`src/rtl/data_mem_responder_if.sv`:
```
// Handshake bus between the datapath data-memory port (master) and the
// data-memory responder (slave).
interface data_mem_responder_if;
    logic        req;
    logic        we;
    logic [31:0] addr;
    logic [31:0] wdata;
    logic [31:0] rdata;
    logic        ready;
    logic        busy;
    logic        err;

    modport master (
        output req, we, addr, wdata,
        input  rdata, ready, busy, err
    );

    modport slave (
        input  req, we, addr, wdata,
        output rdata, ready, busy, err
    );
endinterface

```
`src/rtl/data_mem_responder.sv`:
```
// Word-addressed data RAM answering datapath requests after WAIT_CYCLES wait
// states, with a store checker that raises sticky pass/fail verdicts.
module data_mem_responder #(
    parameter int unsigned DEPTH        = 64,
    parameter int unsigned WAIT_CYCLES  = 2,
    parameter logic [31:0] PASS_ADDR    = 32'd84,
    parameter logic [31:0] PASS_DATA    = 32'd7,
    parameter logic [31:0] SCRATCH_ADDR = 32'd80
) (
    input  logic                 clk,
    input  logic                 reset,
    data_mem_responder_if.slave  bus,
    output logic                 pass,
    output logic                 fail,
    output logic [15:0]          write_count
);
    localparam int unsigned AW = $clog2(DEPTH);

    typedef enum logic [1:0] {IDLE, WAIT, RESP, DONE} state_t;

    state_t      state;
    logic [3:0]  wait_cnt;
    logic        lat_we;
    logic        lat_err;
    logic [31:0] lat_addr;
    logic [31:0] lat_wdata;
    logic [31:0] mem [DEPTH];

    logic [AW-1:0] rd_idx;
    logic          rd_err;
    logic          rd_we;
    logic          go_resp;

    function automatic logic addr_bad(input logic [31:0] a);
        return (a[1:0] != 2'b00) || (a[31:AW+2] != '0);
    endfunction

    // With no wait states RESP is entered straight from IDLE, so the response
    // must be built from the live request rather than the latched copy.
    always_comb begin
        // NOTE: every output of a combinational block gets a default first so no latch is inferred.
        rd_idx = lat_addr[AW+1:2];
        rd_err = lat_err;
        rd_we  = lat_we;
        if (state == IDLE) begin
            rd_idx = bus.addr[AW+1:2];
            rd_err = addr_bad(bus.addr);
            rd_we  = bus.we;
        end
        go_resp = ((state == IDLE) && bus.req && (WAIT_CYCLES == 0))
               || ((state == WAIT) && (wait_cnt == 4'd0));
    end

    // NOTE: sequential state uses non-blocking assignments so every register samples pre-edge values.
    always_ff @(posedge clk or posedge reset) begin
        if (reset) begin
            state       <= IDLE;
            wait_cnt    <= 4'd0;
            lat_we      <= 1'b0;
            lat_err     <= 1'b0;
            lat_addr    <= '0;
            lat_wdata   <= '0;
            bus.rdata   <= '0;
            bus.ready   <= 1'b0;
            bus.busy    <= 1'b0;
            bus.err     <= 1'b0;
            pass        <= 1'b0;
            fail        <= 1'b0;
            write_count <= '0;
        end else begin
            bus.ready <= 1'b0;
            bus.err   <= 1'b0;

            case (state)
                IDLE: begin
                    if (bus.req) begin
                        lat_we    <= bus.we;
                        lat_addr  <= bus.addr;
                        lat_wdata <= bus.wdata;
                        lat_err   <= addr_bad(bus.addr);
                        bus.busy  <= 1'b1;
                        if (WAIT_CYCLES == 0) begin
                            state <= RESP;
                        end else begin
                            state    <= WAIT;
                            wait_cnt <= 4'(WAIT_CYCLES - 1);
                        end
                    end
                end
                WAIT: begin
                    if (wait_cnt == 4'd0) state <= RESP;
                    else                  wait_cnt <= wait_cnt - 4'd1;
                end
                RESP: begin
                    state    <= IDLE;
                    bus.busy <= 1'b0;
                    // Only good stores reach the checker; the first verdict is terminal.
                    if (lat_we && !lat_err) begin
                        if (write_count != 16'hFFFF) write_count <= write_count + 16'd1;
                        if ((lat_addr == PASS_ADDR) && (lat_wdata == PASS_DATA)) begin
                            pass     <= 1'b1;
                            state    <= DONE;
                            bus.busy <= 1'b1;
                        end else if (lat_addr != SCRATCH_ADDR) begin
                            fail     <= 1'b1;
                            state    <= DONE;
                            bus.busy <= 1'b1;
                        end
                    end
                end
                DONE: begin
                    state <= DONE;
                end
                default: state <= IDLE;
            endcase

            if (go_resp) begin
                bus.ready <= 1'b1;
                bus.err   <= rd_err;
                if (!rd_we) bus.rdata <= rd_err ? '0 : mem[rd_idx];
            end
        end
    end

    // NOTE: the RAM has no reset; a reset only discards the pending access, contents survive.
    always_ff @(posedge clk) begin
        if ((state == RESP) && lat_we && !lat_err) mem[lat_addr[AW+1:2]] <= lat_wdata;
    end
endmodule

```
`src/flat_wrapper.sv`:
```
// flat-port wrapper written by rule: the top's interface ports become plain ports
module data_mem_responder_flat 
#(
    parameter int unsigned DEPTH        = 64,
    parameter int unsigned WAIT_CYCLES  = 2,
    parameter logic [31:0] PASS_ADDR    = 32'd84,
    parameter logic [31:0] PASS_DATA    = 32'd7,
    parameter logic [31:0] SCRATCH_ADDR = 32'd80
)
  (clk, reset, pass, fail, write_count, bus_req, bus_we, bus_addr, bus_wdata, bus_rdata, bus_ready, bus_busy, bus_err);
  data_mem_responder_if bus_i ();
  input  logic clk;
  input  logic reset;
  output logic pass;
  output logic fail;
  output logic [15:0] write_count;
  input wire logic [$bits(bus_i.req)-1:0] bus_req;
  input wire logic [$bits(bus_i.we)-1:0] bus_we;
  input wire logic [$bits(bus_i.addr)-1:0] bus_addr;
  input wire logic [$bits(bus_i.wdata)-1:0] bus_wdata;
  output wire logic [$bits(bus_i.rdata)-1:0] bus_rdata;
  output wire logic [$bits(bus_i.ready)-1:0] bus_ready;
  output wire logic [$bits(bus_i.busy)-1:0] bus_busy;
  output wire logic [$bits(bus_i.err)-1:0] bus_err;
  assign bus_i.req = bus_req;
  assign bus_i.we = bus_we;
  assign bus_i.addr = bus_addr;
  assign bus_i.wdata = bus_wdata;
  assign bus_rdata = bus_i.rdata;
  assign bus_ready = bus_i.ready;
  assign bus_busy = bus_i.busy;
  assign bus_err = bus_i.err;
  data_mem_responder #(.DEPTH(DEPTH), .WAIT_CYCLES(WAIT_CYCLES), .PASS_ADDR(PASS_ADDR), .PASS_DATA(PASS_DATA), .SCRATCH_ADDR(SCRATCH_ADDR)) u_core (.clk(clk), .reset(reset), .bus(bus_i), .pass(pass), .fail(fail), .write_count(write_count));
endmodule
```
`config.mk`:
```
export PLATFORM = sky130hd
export DESIGN_NAME = data_mem_responder_flat
export DESIGN_NICKNAME = d
export VERILOG_FILES = /design/src/rtl/data_mem_responder_if.sv /design/src/rtl/data_mem_responder.sv /design/src/flat_wrapper.sv
export SDC_FILE = /design/constraint.sdc
export NUM_CORES = 2
export LEC_CHECK = 0
export BUFFER_PORTS_ARGS = -buffer_cell sky130_fd_sc_hd__buf_2
export CORE_MARGIN = 10
export CORE_UTILIZATION = 55
export CTS_BUF_LIST = sky130_fd_sc_hd__clkbuf_8
export CTS_CLUSTER_SIZE = 30
export DETAILED_ROUTE_END_ITERATION = 7
export PLACE_DENSITY = 0.71
export SETUP_SLACK_MARGIN = 0.15
export SYNTH_ARGS = -nofsm -noshare
export SYNTH_HDL_FRONTEND = slang
export SYNTH_SLANG_ARGS = --single-unit
```
`constraint.sdc`:
```
create_clock -name clk -period 8.49 [get_ports clk]
set_input_delay 1.2735 -clock clk [delete_from_list [all_inputs] [get_ports clk]]
set_output_delay 1.2735 -clock clk [all_outputs]
set_load 0.01 [all_outputs]
```
Yosys cells after proc, flatten, opt, wreduce, memory -nomap -nowiden
Memories as Yosys holds them, arrays and structs flattened.
Index checks and enable logic that the tools add are counted.
Word-level totals
  register bits: 125
  bits in writable memories: 2048
  input bits: 68
  output and inout bits: 53
  memories: 1
Memories
  u_core.mem: depth 64, width 32, rd ports 1, clocked after memory_dff 0, write ports 1, line data_mem_responder.sv:27  | logic [31:0] mem [DEPTH];
Operators by class
  add/subtract/negate cells: 2
  equal/unequal tests: 10
  mux-type cells: 22
  bitwise gates (word level): 2
  reductions and logical operators: 21
Operator list (number)
  $eq A32 B3 Y1 const B: 1
  $eq A32 B7 Y1 const B: 1
  $mux W32: 1
  $ne A32 B7 Y1 const B: 1
  $reduce_bool A24 Y1: 1
  $add A16 B1 Y16 const B: 1
  $ne A16 B16 Y1 const B: 1
  $mux W1: 10
  $mux W2: 5
  $reduce_and A3 Y1: 3
  $mux W4: 2
  $pmux W2 S4: 1
  $pmux W4 S2: 1
  $reduce_and A2 Y1: 4
  $mux W6: 1
  $ne A2 B2 Y1 const B: 3
  $reduce_bool A2 Y1: 3
  $logic_and A1 B1 Y1: 5
  $eq A2 B2 Y1 const B: 2
  $logic_not A4 Y1: 1
  $reduce_and A4 Y1: 1
  $sub A4 B1 Y4 const B: 1
  $eq A2 B1 Y1 const B: 1
  $logic_not A2 Y1: 1
  other kinds (4): 5

Logic depth before layout (Yosys ltp)
  word-level depth: 5
  mapped depth: 13
  mapped depth without buffers: 9

Worst setup path before layout
No wires, ideal clock.
  path type: register -> register
  start point: reg u_core.lat_addr[2]
  end point: mem u_core.mem[30][0], enable pin
  setup time: 0.421 ns
  arrival: 2.887 ns
  path slack: 5.181 ns
  stages on the path, launching flop included: 7
  path buffers: 3
  clock period less this slack: 3.309 ns
  path through: dfrtp_1 > buf_2 > buf_2 > buf_1 > nor2_1 > nand3_1 > nor2_1
RTL lines
  from (decl): line data_mem_responder.sv:25  | logic [31:0] lat_addr;
  from (signal assigned): line data_mem_responder.sv:78  | lat_addr <= bus.addr;
  to (decl): line data_mem_responder.sv:27
No word-level cell before the write port.

Worst setup path after layout
  start point: reg u_core.lat_addr[2]
  end point: reg u_core.bus.rdata[24]
Between the ends
  longest elaborated chain between the ends: 3
Ends and longest elaborated chain
  $mux W6: line data_mem_responder.sv:45  | if (state == IDLE) begin
  $mem_v2 Z64 W32
  $mux W32: line data_mem_responder.sv:120  | if (!rd_we) bus.rdata <= rd_err ? '0 : mem[rd_idx];
  to (signal assigned): line data_mem_responder.sv:120
  to (decl): line data_mem_responder_if.sv:20  | output rdata, ready, busy, err
No other way between the ends.
A chain may end at the register's enable or synchronous reset.

==> impl_metrics.env <==
export IMPL_grt_pass1_vias=52910
export IMPL_avgSynthCellArea_um2=15.15
export IMPL_drv_cap=0
export IMPL_rsz0062_at_grt="false"
export IMPL_async_flop_share=0.05752
export IMPL_synth_fa_ha_area_frac=0.0002907
export IMPL_worstSkewPairLatency_ns=1.03
export IMPL_initial_core_util=0.5523
export IMPL_core_um2=155800
export IMPL_syn_area_um2=86080
export IMPL_synth_compound_area_frac=0.06918
export IMPL_yosys_area_share_simple=0.09213
export IMPL_gr_total_overflow=0
export IMPL_slowest_delay_ns=1.19
export IMPL_vias=53920
export IMPL_yosys_cell_types_count=70
export IMPL_n_fill_cell=11190
export IMPL_clockRootBuffer="clkbuf_8"
export IMPL_start_kind="flip-flop"
export IMPL_area_growth_pct=11.12
export IMPL_cts_hold_fix_buffers=0
export IMPL_synthMuxAreaShare=0.06519
export IMPL_max_vdd_ir_drop_v=0.0004705
export IMPL_fin_area_um2=95650
export IMPL_p_per_area_nw_per_um2=351.7
export IMPL_post_dp_cell_area_um2=89580
export IMPL_clkTransAtPathRegs_ns=0.06
export IMPL_cts_resized=0
export IMPL_cts_sinks=2173
export IMPL_viasPerCell=6.528
export IMPL_cts_htree_levels=5
export IMPL_syn_nets=5750
export IMPL_critPathSlowestCell="o41ai_1"
export IMPL_slew_headroom=0.05720
export IMPL_routedWlPerCell_um=29.67
export IMPL_synth_xor_area_frac=0.001628
export IMPL_crit_buf_inv=3
export IMPL_critical_path_top_delay_family="compound AO/OA/AOI/OAI gates"
export IMPL_dp_hpwl_um=129200
export IMPL_synthCells=5680
export IMPL_first_pass_iters=6
export IMPL_hold_violations=0
export IMPL_ys_ff_latch=2173
export IMPL_fin_setup_tns_ns=0
export IMPL_critPathMaxFanout=46
export IMPL_grt_first_pass_wirelength_um=354100
export IMPL_setup_viol=0
export IMPL_totalWireLength_um=245100
export IMPL_drtIter0Drc=8912
export IMPL_ys_flop_type="edfxtp_1"
export IMPL_layout_drive_gt1_share=0.1567
export IMPL_cp_common_cell="buf_4"
export IMPL_hold_path_class="in -> async"
export IMPL_tritoncts="done"
export IMPL_p_leak_nw=32.30
export IMPL_clock_skew_final_ns=0.06077
export IMPL_critPathArrivalTime_ns=5.77
export IMPL_pre_cts_slack_ns=2.956
export IMPL_stdcell_count=8260
export IMPL_cts_buffers=348
export IMPL_critical_path_required_ns=9.34
export IMPL_status="finished, final reports clean"
export IMPL_post_cts_setup_buffers=0
export IMPL_slew_violations=0
export IMPL_grt_use_total=0.2762
export IMPL_power_total_mw=33.64
export IMPL_ant_nets=0
export IMPL_setup_ws_ns=3.565
export IMPL_end_kind="flip-flop"
export IMPL_worstMarginPinSlew_ns=1.396
export IMPL_path_cells="buf_4, inv_1, a31o_2, buf_4, o21ai_0, and3_1, o41ai_1, nand3_1"
export IMPL_clockBufferDepth=4
export IMPL_placed_cells=7651
export IMPL_yosysWarnings=0
export IMPL_fp_dieH_um=415.6
export IMPL_yosysSeqAreaShare=0.7508
export IMPL_grt_max_degree=141
export IMPL_die_x_um=415.6
export IMPL_crit_type="reg -> reg"
export IMPL_fmax_mhz=203.0
export IMPL_period_needed_ns=4.925
export IMPL_synth_edf_count=2048
export IMPL_antenna_found_initial=17
export IMPL_io_buffers=120
export IMPL_ios=121
export IMPL_synth_top_family_by_area="simple AND/OR/NAND/NOR gates"
export IMPL_finalCritPeriodShare=0.5801
export IMPL_gp_congestion=0.8551
export IMPL_die_area_um2=172700
export IMPL_nNetsFinal=6013
export IMPL_drc=0
export IMPL_rows=145
==> stage by stage <==
stage                       util  hold slack [ns]
after floorplan                -           0.4677
after global placement    0.5748           0.4525
after detailed placement  0.5748           0.4567
after CTS                 0.6136           0.3557
after global routing      0.6137           0.4046
final                     0.6137           0.3940
==> worst paths after layout <==
kind | start | slack [ns] | depth (start not counted) | to
setup / recovery | u_core.lat_addr[2] | 3.56 | 8 | u_core.bus.rdata[24]
max in group asynchronous | reset | 6.58 | 3 | u_core.lat_wdata[19]
hold / removal | reset | 0.39 | 2 | u_core.lat_wdata[11]
setup reg to reg | u_core.lat_addr[2] | 3.56 | 8 | u_core.bus.rdata[24]
min in group clk | bus_wdata[7] | 0.48 | 2 | u_core.lat_wdata[7]
hold reg to reg | u_core.fail | 0.49 | 1 | u_core.fail
==> Yosys cell counts, types with 34 or more instances <==
cell type	n	area [µm²]
mux2_2	77	867.1
buf_2	123	615.6
nand2_1	955	3585
clkbuf_1	169	634.4
a32oi_1	153	1340
a21oi_1	91	455.4
a31oi_1	134	838.3
o211ai_1	109	818.3
nand2b_1	58	362.9
edfxtp_1	2048	61500
nand4_1	71	444.2
mux4_2	68	1531
nand3_1	269	1346
o21ai_0	154	770.7
nor2_1	273	1025
buf_4	37	277.8
a21o_1	34	255.2
mux2i_1	321	3213
and3_1	51	319.1
dfrtp_1	125	3128
==> where the power goes <==
group          switching (mW)  internal [mW]
sequential              0.581           13.6
clock                    3.97           4.02
combinational            8.26           3.23
==> cells by family (layout without fill, tap and decap cells) <==
kind of cell / Yosys count / after routing
AO/OA/AOI/OAI: 848 / 848
XOR/XNOR: 16 / 16
adder cells (fa/ha/maj): 2 / 2
buffers and inverters: 378 / 895
flip-flops: 2173 / 2173
multiplexers: 466 / 466
other: 0 / 5
AND/OR/NAND/NOR: 1797 / 1797
==> worst register-to-register path, stage by stage (launching register included) <==
cell and delay [ns]:
dfrtp_4 0.79, buf_4 0.48, inv_1 0.56, a31o_2 0.90, buf_4 0.39, o21ai_0 0.13
and3_1 0.17, o41ai_1 1.19, nand3_1 0.15
==> cells in the final DEF (no fill, tap or decap), types with 13 or more instances in the layout <==
cell type and n:
nand4_1 71, and4_1 18, clkinv_1 66, o211ai_1 109, nand3_1 269, buf_4 156, a32o_1 24, and3_1 51
mux4_2 68, nor4_1 22, a32oi_1 153, dfrtp_1 92, clkinv_2 25, a211oi_1 19, nand2b_1 58, nor2b_1 23
xnor2_1 13, nor2_1 200, o41ai_1 15, nor3_1 17, mux2i_1 320, buf_2 119, clkbuf_8 370, nand2_1 953
a21o_1 31, dfrtp_2 32, a21oi_1 89, a22oi_1 31, mux2_2 76, inv_1 143, a31oi_1 133, nor2_4 71
o21ai_0 154, edfxtp_1 2048, a221o_1 13
==> cell type report <==
class	count	area [µm²]	share of cell area
multi-input cells	3129	20360	0.2129
diodes	5	12.51	0.0001308
inverters	7	31.28	0.0003270
well taps	2058	2575	0.02692
clock buffers	370	5092	0.05324
clock inverters	234	955.9	0.009994
repair buffers	284	1947	0.02036
flip-flops and latches	2173	64670	0.6762
==> routing by layer <==
metal	GRT usage	up-vias	part of all wire
met5	0	-	0.00045
li1	-	22470	-
met1	0.3876	26810	0.37
met3	0.06302	695	0.13
met2	0.4109	3932	0.45
met4	0.1313	18	0.050
==> state kept, by name, summed over array words and instances (netlist names) <==
register            flops
u_core.wait_cnt         4
u_core.mem           2048
u_core.write_count     16
u_core.lat_we           1
u_core.lat_err          1
u_core.lat_wdata       32
u_core.bus.err          1
u_core.fail             1
u_core.bus.rdata       32
u_core.bus.ready        1
u_core.state            2
u_core.lat_addr        32
u_core.bus.busy         1
u_core.pass             1
(Power assumes the default switching activity.)
